[src/rtl/t_pulse_debouncer.sv]
// Push-button conditioner: two-flop synchronizer, counter-based debounce FSM,
// one-cycle toggle pulse per accepted press, debounced level and press counter.
module t_pulse_debouncer #(
    parameter int DEBOUNCE_CYCLES = 1000,
    parameter int CNT_WIDTH       = 16
) (
    input  logic       clk,
    input  logic       rst_n,
    input  logic       btn_in,
    output logic       t_out,
    output logic       btn_level,
    output logic [7:0] press_count
);

    typedef enum logic [1:0] {
        IDLE         = 2'd0,
        PRESS_WAIT   = 2'd1,
        PRESSED      = 2'd2,
        RELEASE_WAIT = 2'd3
    } state_t;

    localparam logic [CNT_WIDTH-1:0] CNT_LAST = CNT_WIDTH'(DEBOUNCE_CYCLES - 1);
    localparam logic [CNT_WIDTH-1:0] CNT_ZERO = {CNT_WIDTH{1'b0}};
    localparam logic [CNT_WIDTH-1:0] CNT_ONE  = CNT_WIDTH'(1);

    logic                 s1_q;
    logic                 s2_q;
    state_t               state_q;
    logic [CNT_WIDTH-1:0] cnt_q;
    logic [CNT_WIDTH-1:0] cnt_d;
    logic                 t_out_q;
    logic                 btn_level_q;
    logic [7:0]           press_count_q;
    logic [7:0]           press_count_d;

    // Incremented values for the window counter and the wrapping press counter
    always_comb begin
        cnt_d         = cnt_q + CNT_ONE;
        press_count_d = press_count_q + 8'd1;
    end

    // Two-flop synchronizer for the asynchronous button
    always_ff @(posedge clk or negedge rst_n) begin
        if (!rst_n) begin
            s1_q <= 1'b0;
            s2_q <= 1'b0;
        end else begin
            s1_q <= btn_in;
            s2_q <= s1_q;
        end
    end

    // Debounce FSM with registered pulse, level and press counter
    always_ff @(posedge clk or negedge rst_n) begin
        if (!rst_n) begin
            state_q       <= IDLE;
            cnt_q         <= CNT_ZERO;
            t_out_q       <= 1'b0;
            btn_level_q   <= 1'b0;
            press_count_q <= 8'd0;
        end else begin
            t_out_q <= 1'b0;
            case (state_q)
                IDLE: begin
                    if (s2_q) begin
                        state_q <= PRESS_WAIT;
                        cnt_q   <= CNT_ZERO;
                    end
                end
                PRESS_WAIT: begin
                    if (!s2_q) begin
                        state_q <= IDLE;
                        cnt_q   <= CNT_ZERO;
                    end else if (cnt_q == CNT_LAST) begin
                        state_q       <= PRESSED;
                        t_out_q       <= 1'b1;
                        btn_level_q   <= 1'b1;
                        press_count_q <= press_count_d;
                    end else begin
                        cnt_q <= cnt_d;
                    end
                end
                PRESSED: begin
                    if (!s2_q) begin
                        state_q <= RELEASE_WAIT;
                        cnt_q   <= CNT_ZERO;
                    end
                end
                RELEASE_WAIT: begin
                    // A bounce back high returns to PRESSED without a new pulse
                    if (s2_q) begin
                        state_q <= PRESSED;
                        cnt_q   <= CNT_ZERO;
                    end else if (cnt_q == CNT_LAST) begin
                        state_q     <= IDLE;
                        btn_level_q <= 1'b0;
                    end else begin
                        cnt_q <= cnt_d;
                    end
                end
                default: begin
                    state_q     <= IDLE;
                    cnt_q       <= CNT_ZERO;
                    btn_level_q <= 1'b0;
                end
            endcase
        end
    end

    assign t_out       = t_out_q;
    assign btn_level   = btn_level_q;
    assign press_count = press_count_q;

endmodule

[config.mk]
export PLATFORM = sky130hd
export DESIGN_NAME = t_pulse_debouncer
export DESIGN_NICKNAME = d
export VERILOG_FILES = /design/src/rtl/t_pulse_debouncer.sv
export SDC_FILE = /design/constraint.sdc
export NUM_CORES = 1
export LEC_CHECK = 0
export BUFFER_PORTS_ARGS = -buffer_cell sky130_fd_sc_hd__buf_2
export CAP_MARGIN = 10
export CORE_MARGIN = 4
export CORE_UTILIZATION = 35
export DETAILED_ROUTE_END_ITERATION = 7
export GPL_TIMING_DRIVEN = 0
export PLACE_DENSITY = 0.53
export SYNTH_ARGS = -nofsm -noshare
export SYNTH_HDL_FRONTEND = slang
export SYNTH_SLANG_ARGS = --single-unit
[constraint.sdc]
create_clock -name clk -period 2.2 [get_ports clk]
set_input_delay 0.33 -clock clk [delete_from_list [all_inputs] [get_ports clk]]
set_output_delay 0.33 -clock clk [all_outputs]
set_load 0.05 [all_outputs]
Word-level counts from Yosys, hierarchy flattened
Index checks and enable logic that the tools add are counted.

word-level totals
  register bits after elaboration = 30
  output and inout port bits = 10

cells by class
  add/sub/neg operators = 2
  equality and inequality tests = 12
  multiplexer cells = 21
  reduce and logical (&&, ||, !) cells = 6

operators by type and width
  cell                                                   number
  two-way mux 16 bit                                     5
  case mux 16 bit (4 select lines)                       1
  adder 16 x 1 -> 16 bit, second input constant          1
  equality test 16 x 10 -> 1 bit, second input constant  1
  two-way mux 2 bit                                      6
  inequality test 2 bit, second input constant           6
  adder 8 x 1 -> 8 bit, second input constant            1
  case mux 2 bit (4 select lines)                        1
  two-way mux 1 bit                                      7
  inequality test 3 bit, second input constant           2
  AND reduction 5 bit                                    1
  equality test 2 bit, second input constant             2
  AND reduction 4 bit                                    1
  AND reduction 3 bit                                    1
  equality test 2 x 1 -> 1 bit, second input constant    1
  zero test 2 bit                                        1
  case mux 1 bit (2 select lines)                        1
  AND reduction 2 bit                                    1
  nonzero test 2 bit                                     1

Depth between registers and ports, before layout
  depth in word-level cells = 4
  depth in mapped cells = 6
  gate-level depth less buffers = 5

Least setup slack after synthesis
OpenSTA, ideal clock, no wires.

  path type = reg2reg
  start point = register cnt_q[0]
  end point = register cnt_q[3]
  library setup time = 0.069 ns
  data arrival time = 1.701 ns
  data required time = 2.131 ns
  setup slack = 0.430 ns
  cell stages (with the launch flop) = 7
  path buffers = 1
  period minus slack after synthesis = 1.770 ns
  cell sequence = dfrtp_1 > ha_1 > and4bb_4 > and4_4 > buf_6 > or4_1 > nand3_1

on the way
  longest elaborated chain between the ends = 4
  elaborated cells between the ends (all ways) = 6
  classes of those cells = add/sub: 1; eq/ne: 1; mux: 4

ends and longest elaborated chain
  element                                                                          line        text
  from (decl)                                                                      29          logic [CNT_WIDTH-1:0] cnt_q;
  from (signal assigned)                                                           80          cnt_q <= cnt_d;
  from (signal assigned)                                                           98          cnt_q <= cnt_d;
  adder 16 x 1 -> 16 bit / equality test 16 x 10 -> 1 bit (equally long branches)  38, 74, 94
  two-way mux 16 bit (*)                                                           74, 94
  two-way mux 16 bit, on equally long branches                                     91, 71
  case mux 16 bit (4 select lines) (*)                                             63          case (state_q)

Every way passes the cells marked *; elsewhere a longest branch is shown, timed or not.
A chain may end at the register's enable or synchronous reset.

Worst setup path in the final report
Same ends and word-level chain as after synthesis.

==> reports/results.txt <==
Final setup viols = 0
Post-Synthesis Cell Area = 0.00152 mm²
Main synth FF type = dfrtp_1
Slew HR = 0.561
Slew @ Worst Pin = 659 ps
CTS H-tree lvls = 2
Maxcap violations = 0
Post-layout util = 0.422
Initial antenna violation count = 0
Clock Tree Buf Depth = 2
Yosys top cell area share = 0.493
Multi-input gate area = 736 µm²
Vias post-DR = 1152
First-pass GRT wire length = 5480 µm
Filler cells = 419
Maximum number of pins on one net before global-route repair = 31
Register area = 751 µm²
Crit path launch type = register
Layout area overhead = 14.1%
Layout cells sized above 1 = 0.184
Cts bufs inserted = 5
Die Y-Extent = 73.9 µm
Top delay family on crit path = simple AND/OR/NAND/NOR gates
Routability-driven placement congestion ratio = 0.809
Crit path buf inv count = 1
Hold Fails Final Rpt = 0
Cell Pwr Density = 611 mW/mm²
Clk_lat worst skew = 280 ps
Placed Area = 0.00164 mm²
GRT Resource Usage Total = 0.131
Sequential area share after synthesis = 0.493
Final total power = 1.06 mW
Fraction of registers with async set/reset = 1.00
Max incr delay on CP = 490 ps
Post-CTS sizing = 0
WS Path Type = reg2reg
Worst-path clk slew = 70 ps
Syn Nets = 148
Number of synthesized register bits = 30
Peak supply drop = 0.322 mV
Final period demand of the worst path = 1880 ps
Total Nets Final = 167
Initial drt markers = 62
Worst Path Required = 2410 ps
Core area = 0.00412 mm²
Post-synth EDFFs = 0
CTS tree = done
CP Capture Type = register
Starting density of the core = 0.370
Antenna Violating Nets Remaining = 0
Setup bufs post-CTS = 0
DRC = 0
Worst hold margin = 73.7 ps
Worst Clk Skew = 5.52 ps
Total congestion overflow = 0
Row cnt = 23
Max-slew violation count = 0
# IOs = 13
Critical-path cell list = ha_1 -> and4bb_4 -> and4_4 -> buf_6 -> or4_1 -> nand3_1
Area leader, netlist = dfrtp_1
Max Freq = 0.531 GHz
CP max stage cell = or4_1
Largest cells by area after synthesis = dfrtp_1 (49%), xor2_1 (6.9%), xnor2_1 (4.0%)
Post-synthesis instance total = 143
Commonest cells after routing, fill and taps aside = dfrtp_1 (30), nor2_1 (13), buf_2 (13)
DR WL/cell = 14.2 µm
P_leak = 0.786 nW
WL final = 3020 µm
Die width = 73.9 µm
DRT Pass-1 Iters = 4
Vias in the first global route = 1161
Unique masters post-synth = 41
Setup tns final = 0 ps
Design area = 0.00174 mm²
Hpwl dp = 2130 µm
Post-route clock period utilization = 0.856
YS warnings = 0
Vias per cell = 5.41
# port buffers = 12
Commonest non-fill, non-tap cell in the layout = dfrtp_1
RSZ-0062 raised after global routing = no
Diode count = 0
Avg Synthesized Cell Area = 10.6 µm²
CP arrival = 2090 ps
CTS root buffer = clkbuf_8
Worst hold-check path type = in2async
Die area = 0.00547 mm²
Post-CTS Hold Buffers = 0
Critical path peak fanout = 6
Status = finished clean
Num Clock Sinks = 30
## per-stage QoR
step	worst slack, ps	instances
after detailed placement	341	205
after global placement	345	205
after floorplan	430	143
after global routing	221	213
after CTS	321	213
final	318	213
## final timing paths
path | start | endpoint | slack (ps) | cells past startpoint
max | cnt_q[0] | cnt_q[3] | 320 | 6
min reg2reg | s1_q | s2_q | 350 | 0
max reg2reg | cnt_q[0] | cnt_q[3] | 320 | 6
min in group clk | btn_in | s1_q | 160 | 1
min | rst_n | cnt_q[9] | 70 | 1
max in group asynchronous | rst_n | cnt_q[13] | 1690 | 1
## cells by family after synthesis
group / after synthesis / share of synthesized area
and+or+nand+nor: 68 / 0.277
DFF: 30 / 0.493
xor gates and xnor gates: 19 / 0.109
AOI/OAI and AO/OA: 14 / 0.0592
buffers and inverters: 7 / 0.0230
muxes: 3 / 0.0214
adders and majority gates: 2 / 0.0164
## registers in the layout (all words and copies together), names as in the netlist, named ones only
signal       cells
press_count      8
state_q          1
t_out            1
s2_q             1
cnt_q           16
s1_q             1
btn_level        1
## final cells by class
cell class / count / area share
tap: 50 / 0.0360
clock inverter: 1 / 0.00288
clock buffer: 7 / 0.0497
multi-input combinational: 106 / 0.424
timing repair buffer: 12 / 0.0346
buffer: 3 / 0.0115
inverter: 4 / 0.00865
sequential: 30 / 0.433
## power breakdown
| group | leakage [nW] | total, mW | switching [mW] | internal [mW] |
|---|---|---|---|---|
| Clock | 0.0482 | 0.454 | 0.202 | 0.252 |
| Sequential | 0.411 | 0.565 | 0.00758 | 0.558 |
| Combinational | 0.327 | 0.0403 | 0.0288 | 0.0116 |
| Total | 0.786 | 1.06 | 0.239 | 0.821 |
## Yosys cell counts, types with 2 or more instances
cell type / n
ha_1: 2
nand4_1: 5
nor2_1: 13
xor2_1: 12
nor3b_1: 2
or3_1: 2
dfrtp_1: 30
o22ai_1: 3
nor4_1: 6
o21ai_0: 3
nand3_1: 12
and4_1: 2
nand2_1: 8
xnor2_1: 7
or4_1: 2
inv_1: 4
a21oi_1: 3
nor3_1: 4
## routing by layer
layer	track usage	up-vias	wire length [µm]
li1	-	559	-
met1	0.177	570	1490
met2	0.196	18	1390
met3	0.0446	5	105
met4	0.0483	0	39
met5	0	-	0
## worst reg2reg max path: stages, from the launching register on
cell and delay [ps]:
dfrtp_1 440, ha_1 280, and4bb_4 240, and4_4 170, buf_6 120, or4_1 490, nand3_1 80
No activity file was read; power rests on OpenSTA's default activity.
